--- src/rtl/dm_cache_ctrl_if.sv ---
// Purpose: CPU-side and memory-side signal bundle for the direct-mapped cache controller.
// Ports: cpu_* carry request/response; cache_*_req_to_mem, AddressBus, dInputBus,
//        dOutputBus, memoryRR, memoryWR form the byte-addressed memory bus.
//        slave = controller view, master = environment (CPU + memory) view.
interface dm_cache_ctrl_if #(
   parameter int ADDR_W = 10
) ();
   // CPU side
   logic              cpu_req;
   logic              cpu_we;
   logic [ADDR_W-1:0] cpu_addr;
   logic [7:0]        cpu_wdata;
   logic [7:0]        cpu_rdata;
   logic              cpu_ready;
   logic              cpu_hit;
   logic              cpu_busy;
   // Memory side
   logic              cache_read_req_to_mem;
   logic              cache_write_req_to_mem;
   logic [ADDR_W-1:0] AddressBus;
   logic [7:0]        dInputBus;
   logic [31:0]       dOutputBus;
   logic              memoryRR;
   logic              memoryWR;

   modport slave (
      input  cpu_req, cpu_we, cpu_addr, cpu_wdata,
      input  dOutputBus, memoryRR, memoryWR,
      output cpu_rdata, cpu_ready, cpu_hit, cpu_busy,
      output cache_read_req_to_mem, cache_write_req_to_mem, AddressBus, dInputBus
   );

   modport master (
      output cpu_req, cpu_we, cpu_addr, cpu_wdata,
      output dOutputBus, memoryRR, memoryWR,
      input  cpu_rdata, cpu_ready, cpu_hit, cpu_busy,
      input  cache_read_req_to_mem, cache_write_req_to_mem, AddressBus, dInputBus
   );
endinterface

--- src/rtl/dm_cache_ctrl.sv ---
// Purpose: direct-mapped, write-through, no-write-allocate byte cache with 4-byte lines.
// Latency: read hit -> cpu_ready 1 cycle after accept; read miss / write -> 3 cycles with 1-cycle memory.
// Backpressure: one request at a time; cpu_req is ignored (not queued) while cpu_busy=1.
// Ports: clk, rst (sync, active-high); bus (dm_cache_ctrl_if.slave) for CPU and memory
//        signals; hit_count / miss_count are saturating lab counters.
module dm_cache_ctrl #(
   parameter int ADDR_W    = 10,
   parameter int NUM_LINES = 8,
   parameter int CNT_W     = 16
) (
   input  logic                clk,
   input  logic                rst,
   dm_cache_ctrl_if.slave      bus,
   output logic [CNT_W-1:0]    hit_count,
   output logic [CNT_W-1:0]    miss_count
);
   localparam int IDX_W = $clog2(NUM_LINES);
   localparam int TAG_W = ADDR_W - IDX_W - 2;

   typedef enum logic [1:0] {IDLE, RD_MEM, WR_MEM, RESP} state_t;

   state_t             state_q, state_d;
   logic [ADDR_W-1:0]  addr_q, addr_d;
   logic [ADDR_W-1:0]  abus_q, abus_d;
   logic [7:0]         din_q, din_d;
   logic [7:0]         rdata_q, rdata_d;
   logic               hit_q, hit_d;
   logic               rd_req_q, rd_req_d;
   logic               wr_req_q, wr_req_d;
   logic [CNT_W-1:0]   hcnt_q, hcnt_d;
   logic [CNT_W-1:0]   mcnt_q, mcnt_d;

   // Line storage; only valid bits need a reset.
   logic [NUM_LINES-1:0] valid_q;
   logic [TAG_W-1:0]     tag_q  [NUM_LINES];
   logic [31:0]          data_q [NUM_LINES];

   // Lookup on the incoming request
   logic [IDX_W-1:0] req_idx;
   logic [TAG_W-1:0] req_tag;
   logic [1:0]       req_off;
   logic             req_hit;
   // Refill target taken from the latched address
   logic [IDX_W-1:0] fill_idx;
   logic [TAG_W-1:0] fill_tag;
   logic             fill_en;
   logic             wbyte_en;

   assign req_idx  = bus.cpu_addr[IDX_W+1:2];
   assign req_tag  = bus.cpu_addr[ADDR_W-1:IDX_W+2];
   assign req_off  = bus.cpu_addr[1:0];
   assign req_hit  = valid_q[req_idx] && (tag_q[req_idx] == req_tag);
   assign fill_idx = addr_q[IDX_W+1:2];
   assign fill_tag = addr_q[ADDR_W-1:IDX_W+2];

   // Big-endian byte select: offset 0 is the most significant byte.
   function automatic logic [7:0] pick_byte(input logic [31:0] w, input logic [1:0] off);
      logic [7:0] b;
      case (off)
         2'd0:    b = w[31:24];
         2'd1:    b = w[23:16];
         2'd2:    b = w[15:8];
         default: b = w[7:0];
      endcase
      return b;
   endfunction

   always_comb begin
      state_d  = state_q;
      addr_d   = addr_q;
      abus_d   = abus_q;
      din_d    = din_q;
      rdata_d  = rdata_q;
      hit_d    = hit_q;
      rd_req_d = rd_req_q;
      wr_req_d = wr_req_q;
      hcnt_d   = hcnt_q;
      mcnt_d   = mcnt_q;
      fill_en  = 1'b0;
      wbyte_en = 1'b0;

      case (state_q)
         IDLE: begin
            if (bus.cpu_req) begin
               addr_d = bus.cpu_addr;
               hit_d  = req_hit;
               if (req_hit) hcnt_d = (hcnt_q == '1) ? hcnt_q : hcnt_q + 1'b1;
               else         mcnt_d = (mcnt_q == '1) ? mcnt_q : mcnt_q + 1'b1;

               if (bus.cpu_we) begin
                  // Write-through: always forwarded; a hit also patches the line now.
                  abus_d   = bus.cpu_addr;
                  din_d    = bus.cpu_wdata;
                  wr_req_d = 1'b1;
                  wbyte_en = req_hit;
                  state_d  = WR_MEM;
               end else if (req_hit) begin
                  rdata_d = pick_byte(data_q[req_idx], req_off);
                  state_d = RESP;
               end else begin
                  abus_d   = {bus.cpu_addr[ADDR_W-1:2], 2'b00};
                  rd_req_d = 1'b1;
                  state_d  = RD_MEM;
               end
            end
         end
         RD_MEM: begin
            if (bus.memoryRR) begin
               fill_en  = 1'b1;
               rdata_d  = pick_byte(bus.dOutputBus, addr_q[1:0]);
               rd_req_d = 1'b0;
               state_d  = RESP;
            end
         end
         WR_MEM: begin
            if (bus.memoryWR) begin
               wr_req_d = 1'b0;
               state_d  = RESP;
            end
         end
         RESP: begin
            // Memory ready lingers one cycle after the request drops; it is ignored here.
            state_d = IDLE;
         end
         default: state_d = IDLE;
      endcase

      if (rst) begin
         fill_en  = 1'b0;
         wbyte_en = 1'b0;
      end
   end

   always_ff @(posedge clk) begin
      if (rst) begin
         state_q  <= IDLE;
         addr_q   <= '0;
         abus_q   <= '0;
         din_q    <= '0;
         rdata_q  <= '0;
         hit_q    <= 1'b0;
         rd_req_q <= 1'b0;
         wr_req_q <= 1'b0;
         hcnt_q   <= '0;
         mcnt_q   <= '0;
      end else begin
         state_q  <= state_d;
         addr_q   <= addr_d;
         abus_q   <= abus_d;
         din_q    <= din_d;
         rdata_q  <= rdata_d;
         hit_q    <= hit_d;
         rd_req_q <= rd_req_d;
         wr_req_q <= wr_req_d;
         hcnt_q   <= hcnt_d;
         mcnt_q   <= mcnt_d;
      end
   end

   always_ff @(posedge clk) begin
      if (rst) begin
         valid_q <= '0;
      end else if (fill_en) begin
         valid_q[fill_idx] <= 1'b1;
      end
   end

   always_ff @(posedge clk) begin
      if (fill_en) begin
         data_q[fill_idx] <= bus.dOutputBus;
         tag_q[fill_idx]  <= fill_tag;
      end else if (wbyte_en) begin
         case (req_off)
            2'd0:    data_q[req_idx][31:24] <= bus.cpu_wdata;
            2'd1:    data_q[req_idx][23:16] <= bus.cpu_wdata;
            2'd2:    data_q[req_idx][15:8]  <= bus.cpu_wdata;
            default: data_q[req_idx][7:0]   <= bus.cpu_wdata;
         endcase
      end
   end

   assign bus.cpu_rdata              = rdata_q;
   assign bus.cpu_ready              = (state_q == RESP);
   assign bus.cpu_hit                = (state_q == RESP) && hit_q;
   assign bus.cpu_busy               = (state_q != IDLE);
   assign bus.cache_read_req_to_mem  = rd_req_q;
   assign bus.cache_write_req_to_mem = wr_req_q;
   assign bus.AddressBus             = abus_q;
   assign bus.dInputBus              = din_q;
   assign hit_count                  = hcnt_q;
   assign miss_count                 = mcnt_q;
endmodule

--- src/flat_wrapper.sv ---
// flat-port wrapper written by rule: the top's interface ports become plain ports
module dm_cache_ctrl_flat 
#(
   parameter int ADDR_W    = 10,
   parameter int NUM_LINES = 8,
   parameter int CNT_W     = 16
)
  (clk, rst, hit_count, miss_count, bus_cpu_req, bus_cpu_we, bus_cpu_addr, bus_cpu_wdata, bus_dOutputBus, bus_memoryRR, bus_memoryWR, bus_cpu_rdata, bus_cpu_ready, bus_cpu_hit, bus_cpu_busy, bus_cache_read_req_to_mem, bus_cache_write_req_to_mem, bus_AddressBus, bus_dInputBus);
  dm_cache_ctrl_if #(.ADDR_W(ADDR_W)) bus_i ();
  input  logic clk;
  input  logic rst;
  output logic [CNT_W-1:0] hit_count;
  output logic [CNT_W-1:0] miss_count;
  input wire logic [$bits(bus_i.cpu_req)-1:0] bus_cpu_req;
  input wire logic [$bits(bus_i.cpu_we)-1:0] bus_cpu_we;
  input wire logic [$bits(bus_i.cpu_addr)-1:0] bus_cpu_addr;
  input wire logic [$bits(bus_i.cpu_wdata)-1:0] bus_cpu_wdata;
  input wire logic [$bits(bus_i.dOutputBus)-1:0] bus_dOutputBus;
  input wire logic [$bits(bus_i.memoryRR)-1:0] bus_memoryRR;
  input wire logic [$bits(bus_i.memoryWR)-1:0] bus_memoryWR;
  output wire logic [$bits(bus_i.cpu_rdata)-1:0] bus_cpu_rdata;
  output wire logic [$bits(bus_i.cpu_ready)-1:0] bus_cpu_ready;
  output wire logic [$bits(bus_i.cpu_hit)-1:0] bus_cpu_hit;
  output wire logic [$bits(bus_i.cpu_busy)-1:0] bus_cpu_busy;
  output wire logic [$bits(bus_i.cache_read_req_to_mem)-1:0] bus_cache_read_req_to_mem;
  output wire logic [$bits(bus_i.cache_write_req_to_mem)-1:0] bus_cache_write_req_to_mem;
  output wire logic [$bits(bus_i.AddressBus)-1:0] bus_AddressBus;
  output wire logic [$bits(bus_i.dInputBus)-1:0] bus_dInputBus;
  assign bus_i.cpu_req = bus_cpu_req;
  assign bus_i.cpu_we = bus_cpu_we;
  assign bus_i.cpu_addr = bus_cpu_addr;
  assign bus_i.cpu_wdata = bus_cpu_wdata;
  assign bus_i.dOutputBus = bus_dOutputBus;
  assign bus_i.memoryRR = bus_memoryRR;
  assign bus_i.memoryWR = bus_memoryWR;
  assign bus_cpu_rdata = bus_i.cpu_rdata;
  assign bus_cpu_ready = bus_i.cpu_ready;
  assign bus_cpu_hit = bus_i.cpu_hit;
  assign bus_cpu_busy = bus_i.cpu_busy;
  assign bus_cache_read_req_to_mem = bus_i.cache_read_req_to_mem;
  assign bus_cache_write_req_to_mem = bus_i.cache_write_req_to_mem;
  assign bus_AddressBus = bus_i.AddressBus;
  assign bus_dInputBus = bus_i.dInputBus;
  dm_cache_ctrl #(.ADDR_W(ADDR_W), .NUM_LINES(NUM_LINES), .CNT_W(CNT_W)) u_core (.clk(clk), .rst(rst), .bus(bus_i), .hit_count(hit_count), .miss_count(miss_count));
endmodule
--- config.mk ---
export PLATFORM = sky130hd
export DESIGN_NAME = dm_cache_ctrl_flat
export DESIGN_NICKNAME = d
export VERILOG_FILES = /design/src/rtl/dm_cache_ctrl_if.sv /design/src/rtl/dm_cache_ctrl.sv /design/src/flat_wrapper.sv
export SDC_FILE = /design/constraint.sdc
export NUM_CORES = 1
export LEC_CHECK = 0
export BUFFER_PORTS_ARGS = -buffer_cell sky130_fd_sc_hd__buf_4
export CORE_UTILIZATION = 60
export DETAILED_ROUTE_END_ITERATION = 7
export GPL_ROUTABILITY_DRIVEN = 0
export PLACE_DENSITY = 0.78
export SKIP_CTS_REPAIR_TIMING = 1
export SLEW_MARGIN = 15
export SYNTH_ARGS = -nofsm -noshare
export SYNTH_HDL_FRONTEND = slang
export SYNTH_SLANG_ARGS = --single-unit
--- constraint.sdc ---
create_clock -name clk -period 3.9 [get_ports clk]
set_clock_uncertainty 0.1 [all_clocks]
set_input_delay 0.195 -clock clk [delete_from_list [all_inputs] [get_ports clk]]
set_output_delay 0.195 -clock clk [all_outputs]
set_load 0.005 [all_outputs]
Word level (Yosys, flattened, before mapping) --
Memory sizes are Yosys's and may differ from the RTL's. Index checks and enable logic that the tools add are counted.
Cells by class: reductions and logical operators 20, bitwise operators 4, order comparisons 3, multiplexer cells 56, equal/unequal tests 18, $add $sub $neg 2
Operators with widths (count):
- $pmux W8 S3 | 2
- $mux W1 | 34
- $add A16 B1 Y16 const B | 2
- $eq A16 B16 Y1 const B | 2
- $mux W32 | 1
- $mux W8 | 4
- $reduce_or A32 Y1 | 1
- $mux W10 | 2
- $pmux W8 S2 | 1
- $ne A2 B2 Y1 const B | 7
- $reduce_and A4 Y1 | 3
- $mux W2 | 5
- $reduce_and A5 Y1 | 2
- $reduce_and A3 Y1 | 3
- $eq A2 B2 Y1 const B | 4
- $lt A3 B4 Y1 const B | 2
- $or A8 B8 Y8 | 1
- $pmux W2 S4 | 1
- $eq A2 B1 Y1 const B | 3
- $logic_not A2 Y1 | 3
- $reduce_bool A2 Y1 | 3
- $eq A5 B5 Y1 | 1
- $mux W4 | 1
- $pmux W1 S2 | 2
- 9 further kinds | 13
Word-level totals: word-level logic and storage cells 116, register bits 81, input bits 56, memory bits (writable) 296, memories 2, output and inout bits 63
Memory list:
- u_core.data_q | depth 8, bits a word 32, rd ports 1, clocked after Yosys merged registers in 0, write ports 1, RTL line dm_cache_ctrl.sv:36 | logic [31:0] data_q [NUM_LINES];
- u_core.tag_q | depth 8, bits a word 5, rd ports 1, clocked after Yosys merged registers in 0, write ports 1, RTL line dm_cache_ctrl.sv:35 | logic [TAG_W-1:0] tag_q [NUM_LINES];

Depth between registers and ports, before layout --
Gate-level depths: netlist of the first run.
word-level depth 12, mapped depth 12, depth with buffers taken out 8

Worst setup path before layout of the first run --
OpenSTA, ideal clock, no wires.
kind register to register, start point mem u_core.tag_q[0][2] in the netlist's numbering, end point mem u_core.data_q[7][0] (enable), clock period less this slack 3.486 ns, data arrival time 3.002 ns, cell stages (with the launch flop) 9, path slack 0.414 ns, setup time 0.383 ns, required time 3.417 ns, path buffers 1, cells stage by stage edfxtp_1 -> nor2b_1 -> a2111oi_0 -> or4_1 -> nand4_1 -> nor4b_1 -> buf_2 -> mux2_2 -> nor3_1
On the way: word-level cells in the longest chain between the ends 12, elaborated cells between the ends (all ways) 22, classes of those cells eq/ne: 1; mux: 18; reduce/logical: 2; memory: 1
RTL lines:
- start, declared | RTL line dm_cache_ctrl.sv:35
- $mem_v2 Z8 W5 *
- $eq A5 B5 Y1 * | RTL line dm_cache_ctrl.sv:52 | assign req_hit = valid_q[req_idx] && (tag_q[req_idx] == req_tag);
- $logic_and A1 B1 Y1 * | RTL line dm_cache_ctrl.sv:52
- $mux W1 * | RTL line dm_cache_ctrl.sv:90 | if (bus.cpu_we) begin
- $mux W1 * | RTL line dm_cache_ctrl.sv:84 | if (bus.cpu_req) begin
- $mux W1 * | RTL line dm_cache_ctrl.sv:82 | case (state_q)
- $mux W1 * | RTL line dm_cache_ctrl.sv:128 | if (rst) begin
- $mux W1 | RTL line dm_cache_ctrl.sv:172 | end else if (wbyte_en) begin
- $mux W1 | RTL line dm_cache_ctrl.sv:169 | if (fill_en) begin
- $mux W1 (on tied branches)
- $reduce_or A32 Y1 (no line)
- $mux W3 (no line) or $mux W4 (tied branches)
- end, declared | RTL line dm_cache_ctrl.sv:36
Every way passes the cells marked *; elsewhere a longest branch is shown, timed or not.

Final worst setup path of the first run --
start point mem u_core.tag_q[0][2] in the netlist's numbering, end point mem u_core.data_q[5][25] (enable)
Same word-level chain as after synthesis.

==> metrics.csv, run 1 <==
stage,metric,value,unit
floorplanning,die_h,166,um
floorplanning,core_region_area,26200,um2
critical_path,arrival,3730,ps
timing,setup_viol,0,
layout,post-route-util,0.719,
routing,drtAntennaViolNets,0,
synth,synth_warnings,0,
routing,route.detailed.drc,16,
layout,ff_latch_area,10500,um2
synth,yosysSeqAreaShare,0.651,
floorplanning,dieArea,27600,um2
layout,nNetsFinal,1324,
synth,yosysMostFrequentCell,edfxtp_1,
routing,drt-total-wl,41.4,mm
global_route,grtUsageTotal,0.302,
synth,ys_ff_latch,377,
floorplanning,dieWidth,166,um
global_route,grt-ovfl-total,0,
timing,fmaxAchievable,278,MHz
cts,cts_max_level,2,
job,maxCapViolCount,0,
synth,synth_area_leaders,"edfxtp_1 (55%), dfxtp_1 (10%), mux4_2 (8.9%), mux2_2 (3.4%), mux2i_1 (2.7%)",
synth,netlist_top_cells_count,"edfxtp_1 (296), dfxtp_1 (81), nand2_1 (71)",
routing,num_vias,10700,
routing,firstDrtPassIters,8,
cts,cts_sinks,377,
synth,synth_top_area_share,0.550,
synth,yosys_most_used_dff,edfxtp_1,
synth,synth_top_area_cell,edfxtp_1,
placed_design,placed_cells,1540,
global_route,grt_pass1_vias,10200,
status,violations,"design-rule violations, negative hold slack",
power,peakVddDrop,0.000438,V
floorplanning,num_io_pins,119,
critical_path,crit_type,flip-flop to flip-flop,
synth,synth-edff-count,296,
timing,finalMaxSlewViolations,0,
cts,cts_buffers,38,
placed_design,portBuffers,118,
cts,clk_pin_slew,60,ps
layout,diodes,0,
critical_path,path_max_fanout,8,
global_route,antenna_found_initial,0,
synth,syn_avg_cell_area,14.5,um2
timing,max-slew-margin-rel,0.235,
timing,tightest_slew,1140,ps
power,power.density,491,nW/um2
placed_design,placed_area,17500,um2
cts,cts_buffer_depth,3,
floorplanning,row_count,59,
synth,synth_fp_nets,1175,
global_route,grt_max_degree,83,
layout,multi_input_comb_area,5280,um2
placed_design,dp_hpwl,28.0,mm
layout,synthToLayoutAreaGrowth,16.6,%
layout,drive_gt1_frac,0.269,
synth,synth_area,16200,um2
cts,cts_tree,built,
floorplanning,start_util,0.616,
critical_path,crit_required,4030,ps
hold_path,worst_hold_path_type,input port to flip-flop,
synth,synthArstFlopShare,0,
timing,fin_setup_tns,0,ps
global_route,grt_pass1_wl,62.1,mm
layout,finish.instance_area,18800,um2
synth,synthCells,1113,
timing,hold_slack,-7.09,ps
timing,period_minus_slack,3600,ps
synth,ys_types,60,
cts,root_buffer,clkbuf_16,
routing,drtIter0Drc,1571,
timing,rsz0062_at_grt,no,
power,power.leakage,6.46,nW
status,outcome,"finished, violations left",
critical_path,crit_path_start_kind,flip-flop,
layout,finalNonFillerCells,1626,
critical_path,end_kind,flip-flop,
timing,hold_viol_final,3,
timing,finalCritPeriodShare,0.924,
routing,wire_per_inst,25.5,um
layout,nFillCells,1676,
routing,vias_per_cell,6.59,
cts,insertion_delay,530,ps
## worst paths after layout
check                                            start                                   end  slack (ps)  cells after the start
hold / removal                                     rst      u_core.hit_count[0]$_SDFFE_PP0P_          -7                      2
setup reg to reg          u_core.tag_q[0][2]$_DFFE_PP_        u_core.data_q[5][25]$_DFFE_PP_         300                      8
setup / recovery          u_core.tag_q[0][2]$_DFFE_PP_        u_core.data_q[5][25]$_DFFE_PP_         300                      8
hold reg to reg   u_core.bus.dInputBus[2]$_SDFFE_PP0P_  u_core.bus.dInputBus[2]$_SDFFE_PP0P_         350                      2
## critical path, cell delays in order, from the launching register on
cell and delay (ps):
edfxtp_1 360, nor2b_1 130, a2111oi_0 520, or4_1 200, nand4_1 250, nor3b_2 750, a21oi_1 410, nor3_1 330
buf_4 240
## routing by layer
layer | up-vias | track usage | wire length [um]
li1 | 4668 | - | -
met1 | 5248 | 0.431 | 16400
met2 | 678 | 0.458 | 18800
met3 | 122 | 0.0710 | 4640
met4 | 0 | 0.111 | 1570
met5 | - | 0 | 0
## kinds of logic (layout without fill, tap and decap cells)
group,count (synthesis),count (layout),share of synthesized area
DFF,377,377,0.651
and+or+nand+nor,303,303,0.0940
AOI/OAI and AO/OA,181,181,0.0742
muxes,160,160,0.153
buffers and inverters,86,264,0.0235
adders and majority gates,6,6,0.00465
## through the flow
step | hold slack, ps | power, W | worst slack (ps)
after floorplan | 211 | 0.00536 | 414
after global placement | 305 | 0.00583 | 450
after detailed placement | 315 | 0.00585 | 372
after CTS | -233 | 0.00925 | 456
after global routing | 0.341 | 0.00954 | 175
final | -7.09 | 0.00925 | 297
## placed cells by master (no fill, tap or decap), types with 10 or more instances in the layout
cell / count
or4_1: 13
nand3_1: 25
clkbuf_16: 38
nor2b_1: 23
inv_1: 10
nand4_1: 13
nand2_1: 71
mux2i_1: 43
dfxtp_1: 81
nor2_1: 66
mux2_2: 49
edfxtp_1: 296
nor3_1: 39
o31ai_1: 11
o21ai_0: 28
mux4_2: 64
a21oi_1: 62
or3_1: 13
clkinv_2: 10
dlygate4sd3_1: 17
buf_4: 168
## layout make-up
type                            count  area share
Clock buffer                       47      0.0528
Clock inverter                     22     0.00903
Inverter                           10     0.00199
Multi-Input combinational cell    650       0.280
Sequential cell                   377       0.558
Tap cell                          335      0.0222
Timing Repair Buffer              185      0.0760
## registers in the layout (all words and copies together), names as in the netlist
signal / count
u_core.tag_q: 40
u_core.bus.cpu_rdata: 8
u_core.bus.dInputBus: 8
u_core.hit_q: 1
u_core.hit_count: 16
u_core.addr_q: 10
u_core.bus.cache_read_req_to_mem: 1
u_core.bus.cache_write_req_to_mem: 1
u_core.bus.AddressBus: 10
u_core.miss_count: 16
u_core.data_q: 256
u_core.state_q: 2
u_core.valid_q: 8
## power breakdown
group | leakage, nW | internal [W] | switching [W] | total, W
combinational | 2.55 | 0.000498 | 0.000722 | 0.00122
sequential | 3.33 | 0.00448 | 0.000118 | 0.00460
clock | 0.579 | 0.00195 | 0.00148 | 0.00344
total | 6.46 | 0.00693 | 0.00233 | 0.00925
Power figures use the tool's default switching activity.
==> inputs of run 2 (changes only) <==
Settings changed: CORE_ASPECT_RATIO from default to 1.4, HOLD_SLACK_MARGIN from default to 0.15.
==> run 2 against run 1 <==
Compared with the run above: the flow now finishes without violations; utilization rose by 1.5 points; sequential power barely moved; setup slack got worse by 40 ps; critical endpoint is now u_core.data_q[5][23]$_DFFE_PP_; combinational power rose by 4%; non-clock buffer count rose by 42; critical path depth rose by 3; die area barely moved; clock-buffer cell count fell by 1; worst hold slack improved by 360 ps; maximum frequency fell by 1.1%.
==> metrics.csv, run 2 (synthesis gave the netlist of run 1 again) <==
stage,metric,value,unit,change
global_route,grt_max_degree,79,,-4.8%
critical_path,path_max_fanout,30,,+22
global_route,grt-ovfl-total,0,,unchanged
floorplanning,dieArea,27600,um2,about the same
critical_path,max_stage_delay,680,ps,-70 ps
power,power.density,486,nW/um2,-0.99%
status,outcome,completed,,
hold_path,min-delay-start,u_core.bus.AddressBus[4]$_SDFFE_PP0P_,,
placed_design,dp_hpwl,27.8,mm,-0.69%
cts,cts_sinks,377,,unchanged
layout,final_common_cell,edfxtp_1,,
placed_design,portBuffers,118,,unchanged
critical_path,slowest_stage,mux2i_1,,
layout,nNetsFinal,1365,,+3.1%
routing,firstDrtPassIters,5,,-3
timing,rsz0062_at_grt,no,,
timing,fmaxAchievable,275,MHz,-1.1%
layout,multi_input_comb_area,5280,um2,unchanged
power,combPwrFrac,0.135,,+0.003
layout,layout_common_cells,"edfxtp_1 (296), buf_4 (168), dfxtp_1 (81)",,
critical_path,crit_type,input port to flip-flop,,
layout,nFillCells,1641,,-2.1%
timing,hold_viol_final,0,,-3
floorplanning,num_io_pins,119,,unchanged
global_route,grtUsageTotal,0.304,,+0.00131
critical_path,crit_family,buffers and inverters,,
timing,max-slew-margin-rel,0.435,,+0.199
cts,cts_tree,built,,
critical_path,crit_required,4080,ps,+50 ps
power,switching_power,0.00234,W,+0.43%
hold_path,worstHoldPathCells,2,,unchanged
power,p_sw_frac,0.249,,-0.00233
placed_design,post-place-ws,392,ps,+20.5 ps
critical_path,startpoint,bus_cpu_addr[2],,
critical_path,arrival,3820,ps,+90 ps
routing,vias_per_cell,6.56,,-0.46%
critical_path,r2r_end,u_core.data_q[5][23]$_DFFE_PP_,,
global_route,grt_pass1_wl,61.2,mm,-1.4%
cts,cts_buffers,37,,-2.6%
hold_path,worst_hold_path_type,flip-flop to flip-flop,,
routing,drt-total-wl,42.1,mm,+1.6%
floorplanning,core_region_area,26300,um2,+0.26%
layout,diodes,0,,unchanged
layout,top_regs,"u_core.data_q: 256 flops, u_core.tag_q: 40 flops",,
power,power,0.00938,W,+1.4%
global_route,antenna_found_initial,0,,unchanged
power,peakVddDrop,0.000468,V,+6.8%
routing,route.detailed.drc,0,,-16
routing,drtIter0Drc,1251,,-20%
routing,num_vias,10900,,+1.4%
cts,root_buffer,clkbuf_16,,
layout,synthToLayoutAreaGrowth,19.4,%,
timing,period_minus_slack,3640,ps,+40.3 ps
critical_path,ff2ff_path_depth,9,,+1
critical_path,path_buf_inv,4,,+3
timing,setup_viol,0,,unchanged
floorplanning,start_util,0.615,,-0.00161
floorplanning,die_h,196,um,+18%
layout,ff_latch_area,10500,um2,unchanged
critical_path,crit_path_start_kind,input port,,
timing,fin_setup_tns,0,ps,unchanged
floorplanning,dieWidth,141,um,-15%
timing,hold_slack,353,ps,+361 ps
power,seqPwrFrac,0.489,,-0.008
routing,drtAntennaViolNets,0,,unchanged
layout,largest_reg_flops,256,,unchanged
routing,wire_per_inst,25.4,um,-0.24%
power,power.internal,0.00705,W,+1.7%
floorplanning,row_count,70,,+19%
layout,drive_gt1_frac,0.264,,-0.00527
hold_path,holdPathEnd,u_core.bus.AddressBus[4]$_SDFFE_PP0P_,,
timing,setup_ws,257,ps,-40.3 ps
critical_path,r2r_slack,330,ps,+30 ps
critical_path,crit_chain,dlygate4sd3_1 -> buf_4 -> mux2_2 -> o22ai_1 -> or3_1 -> nand4_1 -> nor4b_2 -> buf_4 -> mux2i_1 -> nor3_1 -> buf_4,,
job,maxCapViolCount,0,,unchanged
layout,top_register,u_core.data_q,,
timing,finalMaxSlewViolations,0,,unchanged
critical_path,end_kind,flip-flop,,
global_route,grt_pass1_vias,10000,,-1.6%
critical_path,timing.rr.start,u_core.tag_q[0][2]$_DFFE_PP_,,
cts,clk_pin_slew,60,ps,about the same
power,power.leakage,6.64,nW,+2.9%
power,p_clk_frac,0.376,,+0.005
cts,insertion_delay,540,ps,about the same
timing,finalCritPeriodShare,0.934,,+0.0103
critical_path,cp_common_cell,buf_4,,
cts,cts_max_level,2,,unchanged
timing,tightest_slew,848,ps,-291 ps
cts,cts_buffer_depth,3,,unchanged
[run 2: worst max-delay path by stage]
stage	to	slack, ps	depth (start not counted)
after floorplan	u_core.data_q[7][0]$_DFFE_PP_	410	8
after global placement	u_core.data_q[7][2]$_DFFE_PP_	430	10
after detailed placement	u_core.data_q[7][3]$_DFFE_PP_	390	11
after CTS	u_core.data_q[7][1]$_DFFE_PP_	440	9
after global routing	u_core.data_q[7][15]$_DFFE_PP_	150	12
final	u_core.data_q[5][23]$_DFFE_PP_	260	11
[run 2: metal layers]
metal | vias to the layer above | global-route usage | routed length (um)
met5 | - | 0 | 0
met4 | 0 | 0.145 | 2140
met3 | 135 | 0.0539 | 3950
met2 | 650 | 0.493 | 20500
met1 | 5326 | 0.400 | 15500
li1 | 4752 | - | -
[run 2: power by group through the flow]
stage,clock (W),combinational [W],sequential [W]
5_1_grt,0.00370,0.00134,0.00460
6_report,0.00352,0.00127,0.00459
4_1_cts,0.00355,0.00119,0.00459
3_3_place_gp,0,0.00116,0.00467
3_5_place_dp,0,0.00118,0.00467
2_1_floorplan,0,0.000731,0.00463
[run 2: cell type report]
| cell class | instances | area share |
|---|---|---|
| clock inverters | 22 | 0.0101 |
| flip-flops and latches | 377 | 0.545 |
| inverters | 10 | 0.00195 |
| multi-input cells | 650 | 0.274 |
| repair buffers | 227 | 0.0965 |
| clock buffers | 46 | 0.0520 |
| well taps | 324 | 0.0210 |
[run 2: metrics by stage]
stage / instances / area (um2) / util
after detailed placement: 1530 / 17500 / 0.666
final: 1656 / 19300 / 0.734
after CTS: 1598 / 18700 / 0.712
after global placement: 1530 / 17500 / 0.666
after floorplan: 1113 / 16200 / -
after global routing: 1656 / 19300 / 0.734
[run 2: worst reg2reg max path, stage by stage (launching register included)]
cell and delay (ps):
edfxtp_1 370, nor2b_1 130, a2111oi_0 510, or4_1 200, nand4_1 260, nor4b_2 380, buf_4 360, mux2i_1 680
nor3_1 100, buf_4 220
